[config.mk]
export PLATFORM = sky130hd
export DESIGN_NAME = instr_fetch
export DESIGN_NICKNAME = d
export VERILOG_FILES = /design/src/rtl/instr_fetch.sv
export SDC_FILE = /design/constraint.sdc
export NUM_CORES = 1
export LEC_CHECK = 0
export ABC_AREA = 1
export CAP_MARGIN = 20
export CORE_ASPECT_RATIO = 0.8
export CORE_UTILIZATION = 41
export CTS_CLUSTER_DIAMETER = 60
export DETAILED_ROUTE_END_ITERATION = 10
export PLACE_DENSITY = 0.69
export SKIP_LAST_GASP = 1
export SLEW_MARGIN = 0
export SYNTH_ARGS = -nofsm -noshare
export SYNTH_HDL_FRONTEND = slang
export SYNTH_SLANG_ARGS = --single-unit
[constraint.sdc]
create_clock -name clk -period 5.95 [get_ports clk]
set_clock_uncertainty 0.1 [all_clocks]
set_input_delay 1.19 -clock clk [delete_from_list [all_inputs] [get_ports clk]]
set_output_delay 1.19 -clock clk [all_outputs]
set_load 0.02 [all_outputs]
[src/rtl/instr_fetch.sv]
// Instruction-fetch front end: owns the PC, drives a combinational
// instruction ROM and buffers {pc, instr} pairs in a small FIFO that
// feeds the IF/ID boundary through a valid/stall handshake.
module instr_fetch #(
    parameter logic [31:0] RESET_PC = 32'h0000_0000,
    parameter int          ADDR_W   = 14,
    parameter int          DEPTH    = 2
) (
    input  logic              clk,
    input  logic              rst,
    input  logic              stall_i,
    input  logic              flush_i,
    input  logic [31:0]       branch_pc_i,
    output logic [ADDR_W-1:0] rom_addr_o,
    output logic              rom_ce_o,
    input  logic [31:0]       rom_instr_i,
    output logic              if_valid_o,
    output logic [31:0]       if_pc_o,
    output logic [31:0]       if_instr_o
);

    // DEPTH must be a power of two (>= 2) so the pointers wrap naturally.
    localparam int PTR_W = (DEPTH > 1) ? $clog2(DEPTH) : 1;
    localparam int CNT_W = PTR_W + 1;
    localparam logic [CNT_W-1:0] FULL_COUNT = CNT_W'(DEPTH);

    logic [31:0]      pc;
    logic [31:0]      fifo_pc    [DEPTH];
    logic [31:0]      fifo_instr [DEPTH];
    logic [PTR_W-1:0] rd_ptr;
    logic [PTR_W-1:0] wr_ptr;
    logic [CNT_W-1:0] count;

    logic valid;
    logic full;
    logic pop;
    logic push;

    // Handshake: a fetch happens whenever there is room, counting the
    // slot freed by a pop in the same cycle; reset and redirect suppress it.
    always_comb begin
        valid = (count != '0);
        full  = (count == FULL_COUNT);
        pop   = valid & ~stall_i;
        push  = ~rst & ~flush_i & (~full | pop);
    end

    assign rom_ce_o   = push;
    assign rom_addr_o = pc[ADDR_W-1:0];

    // Head-of-FIFO presentation; outputs are forced to zero when empty.
    always_comb begin
        if_valid_o = valid;
        if_pc_o    = '0;
        if_instr_o = '0;
        if (valid) begin
            if_pc_o    = fifo_pc[rd_ptr];
            if_instr_o = fifo_instr[rd_ptr];
        end
    end

    // PC, pointers and occupancy; reset beats redirect, redirect beats push/pop.
    always_ff @(posedge clk) begin
        if (rst) begin
            pc     <= RESET_PC;
            rd_ptr <= '0;
            wr_ptr <= '0;
            count  <= '0;
        end else if (flush_i) begin
            pc     <= branch_pc_i & ~32'd3;
            rd_ptr <= '0;
            wr_ptr <= '0;
            count  <= '0;
        end else begin
            if (push) begin
                pc     <= pc + 32'd4;
                wr_ptr <= wr_ptr + PTR_W'(1);
            end
            if (pop) begin
                rd_ptr <= rd_ptr + PTR_W'(1);
            end
            count <= count + CNT_W'(push) - CNT_W'(pop);
        end
    end

    // FIFO storage; contents need no reset because count gates visibility.
    always_ff @(posedge clk) begin
        if (push) begin
            fifo_pc[wr_ptr]    <= pc;
            fifo_instr[wr_ptr] <= rom_instr_i;
        end
    end

endmodule

; ---- Word level (Yosys, flattened, before mapping)
; Memories as Yosys holds them, arrays and structs flattened. A register that Yosys moved wholly into a read port is not among the register bits.
; Cells that the tools add are included.
[classes]
eq_ne = 1
n_addsub = 5
n_reduce_logical = 3
muxes = 10
n_bitwise = 8
[ops]
columns = operator, n
row1 = $mux 32, 4
row2 = $add 32x3->32 const B, 1
row3 = $mux 1, 6
row4 = $not 1->1, 4
row5 = $reduce_bool 2->1, 2
row6 = $and 1x1->1, 3
row7 = $add 1x1->1 const B, 2
row8 = $add 2x1->2, 1
row9 = $eq 2x2->1 const B, 1
row10 = $reduce_or 2->1, 1
row11 = $sub 2x1->2, 1
row12 = $or 1x1->1, 1
[word_totals]
ramBits = 128
register_bits = 36
mem_count = 2
inputBits = 68
[memory_table]
columns = name, words, width, read_ports, rd_clocked_by_memory_dff, wr, line
row1 = fifo_instr, 2, 32, 1, 1, 1, 29  ; logic [31:0] fifo_instr [DEPTH];
row2 = fifo_pc, 2, 32, 1, 1, 1, 28  ; logic [31:0] fifo_pc [DEPTH];

; ---- Depth between registers and ports, before layout
[logic_depth]
word_depth = 6
ltp_mapped = 11

; ---- Least setup slack after synthesis
; OpenSTA, ideal clock, no wires.
[synth_path]
path_type = input to register
startpoint = in rst
endpoint = mem fifo_instr[0][0], enable pin
slack_ns = 1.046
required_time_ns = 5.366
arrival_ns = 4.321
path_buffers = 1
cell_stages = 6
cell_sequence = inv_2 nand2_2 inv_2 nand2_4 buf_2 nor2_1
[synth_via]
elab_chain_len = 5
[synth_lines]
columns = item, line
row1 = "start, declared", 10  ; input logic rst,
row2 = $not 1->1, 45  ; push = ~rst & ~flush_i & (~full | pop);
row3 = $and 1x1->1 (2 in series), 45
row4 = $mux 1, 88  ; if (push) begin
row5 = $mux 1 (not written as such), 90  ; fifo_instr[wr_ptr] <= rom_instr_i;
row6 = "end, declared", 29
; Every way passes these cells.

; ---- Final worst setup path
[layout_path]
startpoint = in flush_i
endpoint = out rom_ce_o
[layout_via]
elab_chain_len = 3
[layout_lines]
columns = item, line
row1 = "start, declared", 12  ; input logic flush_i,
row2 = $not 1->1, 45
row3 = $and 1x1->1 (2 in series), 45
row4 = "end, declared", 15  ; output logic rom_ce_o,
; Every way passes these cells.

==> reports/metrics.cfg <==
[run_status]
run_status=complete, no violations

[synth]
synth.avg_cell_area_um2=9.51
syn_inst=735
ys.flop_type=edfxtp_1
synth_seq_area_share_pct=63.3
ys_warn_count=0
synth_edf_count=124
ys_async_sr_fraction_pct=0
syn_area_um2=6990
ys_ff_latch=159
ys_types=32

[detailed_routing]
drc=0
ant_nets=0
vias=5358
wl_per_cell_um=14.7
drt_wl_total_mm=16.0
drt-initial-drc-count=320
first_pass_iters=6
via_per_inst=4.91

[die]
fp-row-count=42
fp.dieArea_um2=17600
coreArea_um2=16600
initial_core_util_pct=42.1
pin_count=148
die_width_um=148
die_y_um=119

[setup_path]
critPathKind=in -> out
crit_path_start_kind=primary input
cp_max_fo=34
r2r-start=count[1]$_SDFF_PP0_
r2r_end=count[1]$_SDFF_PP0_
crit_path_start=flush_i
arrival_ns=3.43
crit_required_ns=4.66
r2r_slack_ns=3.06
r2r_cells=9
end_kind=output port

[clock_tree]
clockBufferDepth=2
htreeDepth=4
root_buffer=clkbuf_16
post_cts_resize_count=0
cts.sinks=159
cts_hold_buffers=0
numCtsBuffers=17
worstSkewPairLatency_ns=0.42
cts_tree=yes
cts_setup_buffers=0
cts.reportedPaths.clkPinSlew_ns=0.06

[finish]
layout-drive-gt1-share_pct=6.77
fin_nets=930
area_growth_pct=30.3
final_area_um2=9110
mostFrequentLayoutCells=nand2_1 (233), clkdlybuf4s50_1 (141), edfxtp_1 (124), a21oi_1 (93), nor2_1 (79)
layout_commonest_cell=nand2_1
diodes=0

[hold_path]
min_from=rd_ptr$_SDFFE_PP0P_
hp-class=reg -> reg
holdPathStages=1

[placed_design]
place_area_um2=8540
place_ws_ns=1.23
place_hpwl_mm=10.3
gp_congestion=0.891
numPortBuffers=141

[power_and_ir_drop]
power.total_w=0.00253
ir_drop_mv=0.201
leakagePower_nw=3.17
powerDensity_nw_per_um2=278

[grt]
grt_pass1_vias=4937
grt_start_max_net_pins=63
track_usage_pct=19.2
globalRouteOverflowTotal=0
antenna_found_initial=0
grt_pass1_wl_mm=25.8

[timing]
holdWs_ns=0.355
worst_slack_ns=1.23
tightest_slew_ns=0.805
tns_ns=0
setup_viol=0
fmax_ghz=0.212
timing.final.crit_share_pct=79.3
rsz0062_at_grt=no
min_period_ns=4.72
drv_slew=0
hold_viol_final=0
slew_headroom_pct=46.2

[run]
max_cap_viol_count=0

==> area by class of cell <==
class                      count  area [µm²]
tap                          220         275
fill                        1491        7500
sequential                   159        4430
inverter                      36         135
multi-input combinational    495        2210
clock buffer                  22         454
timing repair buffer         150        1520
clock inverter                10        90.1
==> cell usage after synthesis, types with 6 or more instances <==
cell type,number,share of area [%]
nand2_1,233,13
edfxtp_1,124,53
clkbuf_1,22,1.2
inv_1,30,1.6
buf_4,18,1.9
nor2_1,82,4.4
dfxtp_1,35,10
or2_2,6,0.54
a21oi_1,93,6.7
nand3_1,34,2.4
inv_2,6,0.32
==> worst max-delay path by stage <==
stage,end,slack [ns],cells after the start
detailed placement,rom_ce_o,1.23,8
finish,rom_ce_o,1.23,8
CTS,rom_ce_o,1.22,8
global placement,rom_ce_o,1.23,8
global route,rom_ce_o,1.07,8
floorplan,fifo_instr[0][0]$_DFFE_PP_,1.05,6
==> per-layer routing <==
metal	vias to the layer above	track usage [%]	wire length [µm]
met4	0	4.90	123
met1	2452	27.3	7660
met5	-	0	0
met2	189	28.5	7080
li1	2709	-	-
met3	8	5.71	1180
==> through the flow <==
stage	std cells	util [%]
floorplan	738	-
global placement	1059	51.4
detailed placement	1059	51.4
CTS	1091	54.7
global route	1092	54.8
finish	1092	54.8
==> worst max-delay path, stage by stage <==
cell and delay [ns]:
clkdlybuf4s50_1 0.39, buf_4 0.22, inv_2 0.47, nand2_2 0.15
inv_2 0.11, nand2_4 0.17, inv_2 0.10, clkdlybuf4s50_1 0.61
==> flip-flops by register name, summed over array words and instances, names as in the netlist, named ones only <==
signal / count
count: 2
pc: 30
rd_ptr: 1
fifo_pc: 60
wr_ptr: 1
fifo_instr: 64
==> cells by family after synthesis <==
logic type,synth area share (%)
DFF,63.3
AOI/OAI and AO/OA,9.50
and+or+nand+nor,20.9
buffers and inverters,5.57
adders and majority gates,0.537
xor gates and xnor gates,0.125
other,0.0536
==> power breakdown <==
group | switching [W] | internal (W) | total (W)
Clock | 0.000400 | 0.000584 | 0.000984
Sequential | 0.0000347 | 0.00124 | 0.00128
Combinational | 0.000144 | 0.000122 | 0.000266
Total | 0.000579 | 0.00195 | 0.00253
No activity file was read; power rests on OpenSTA's default activity.
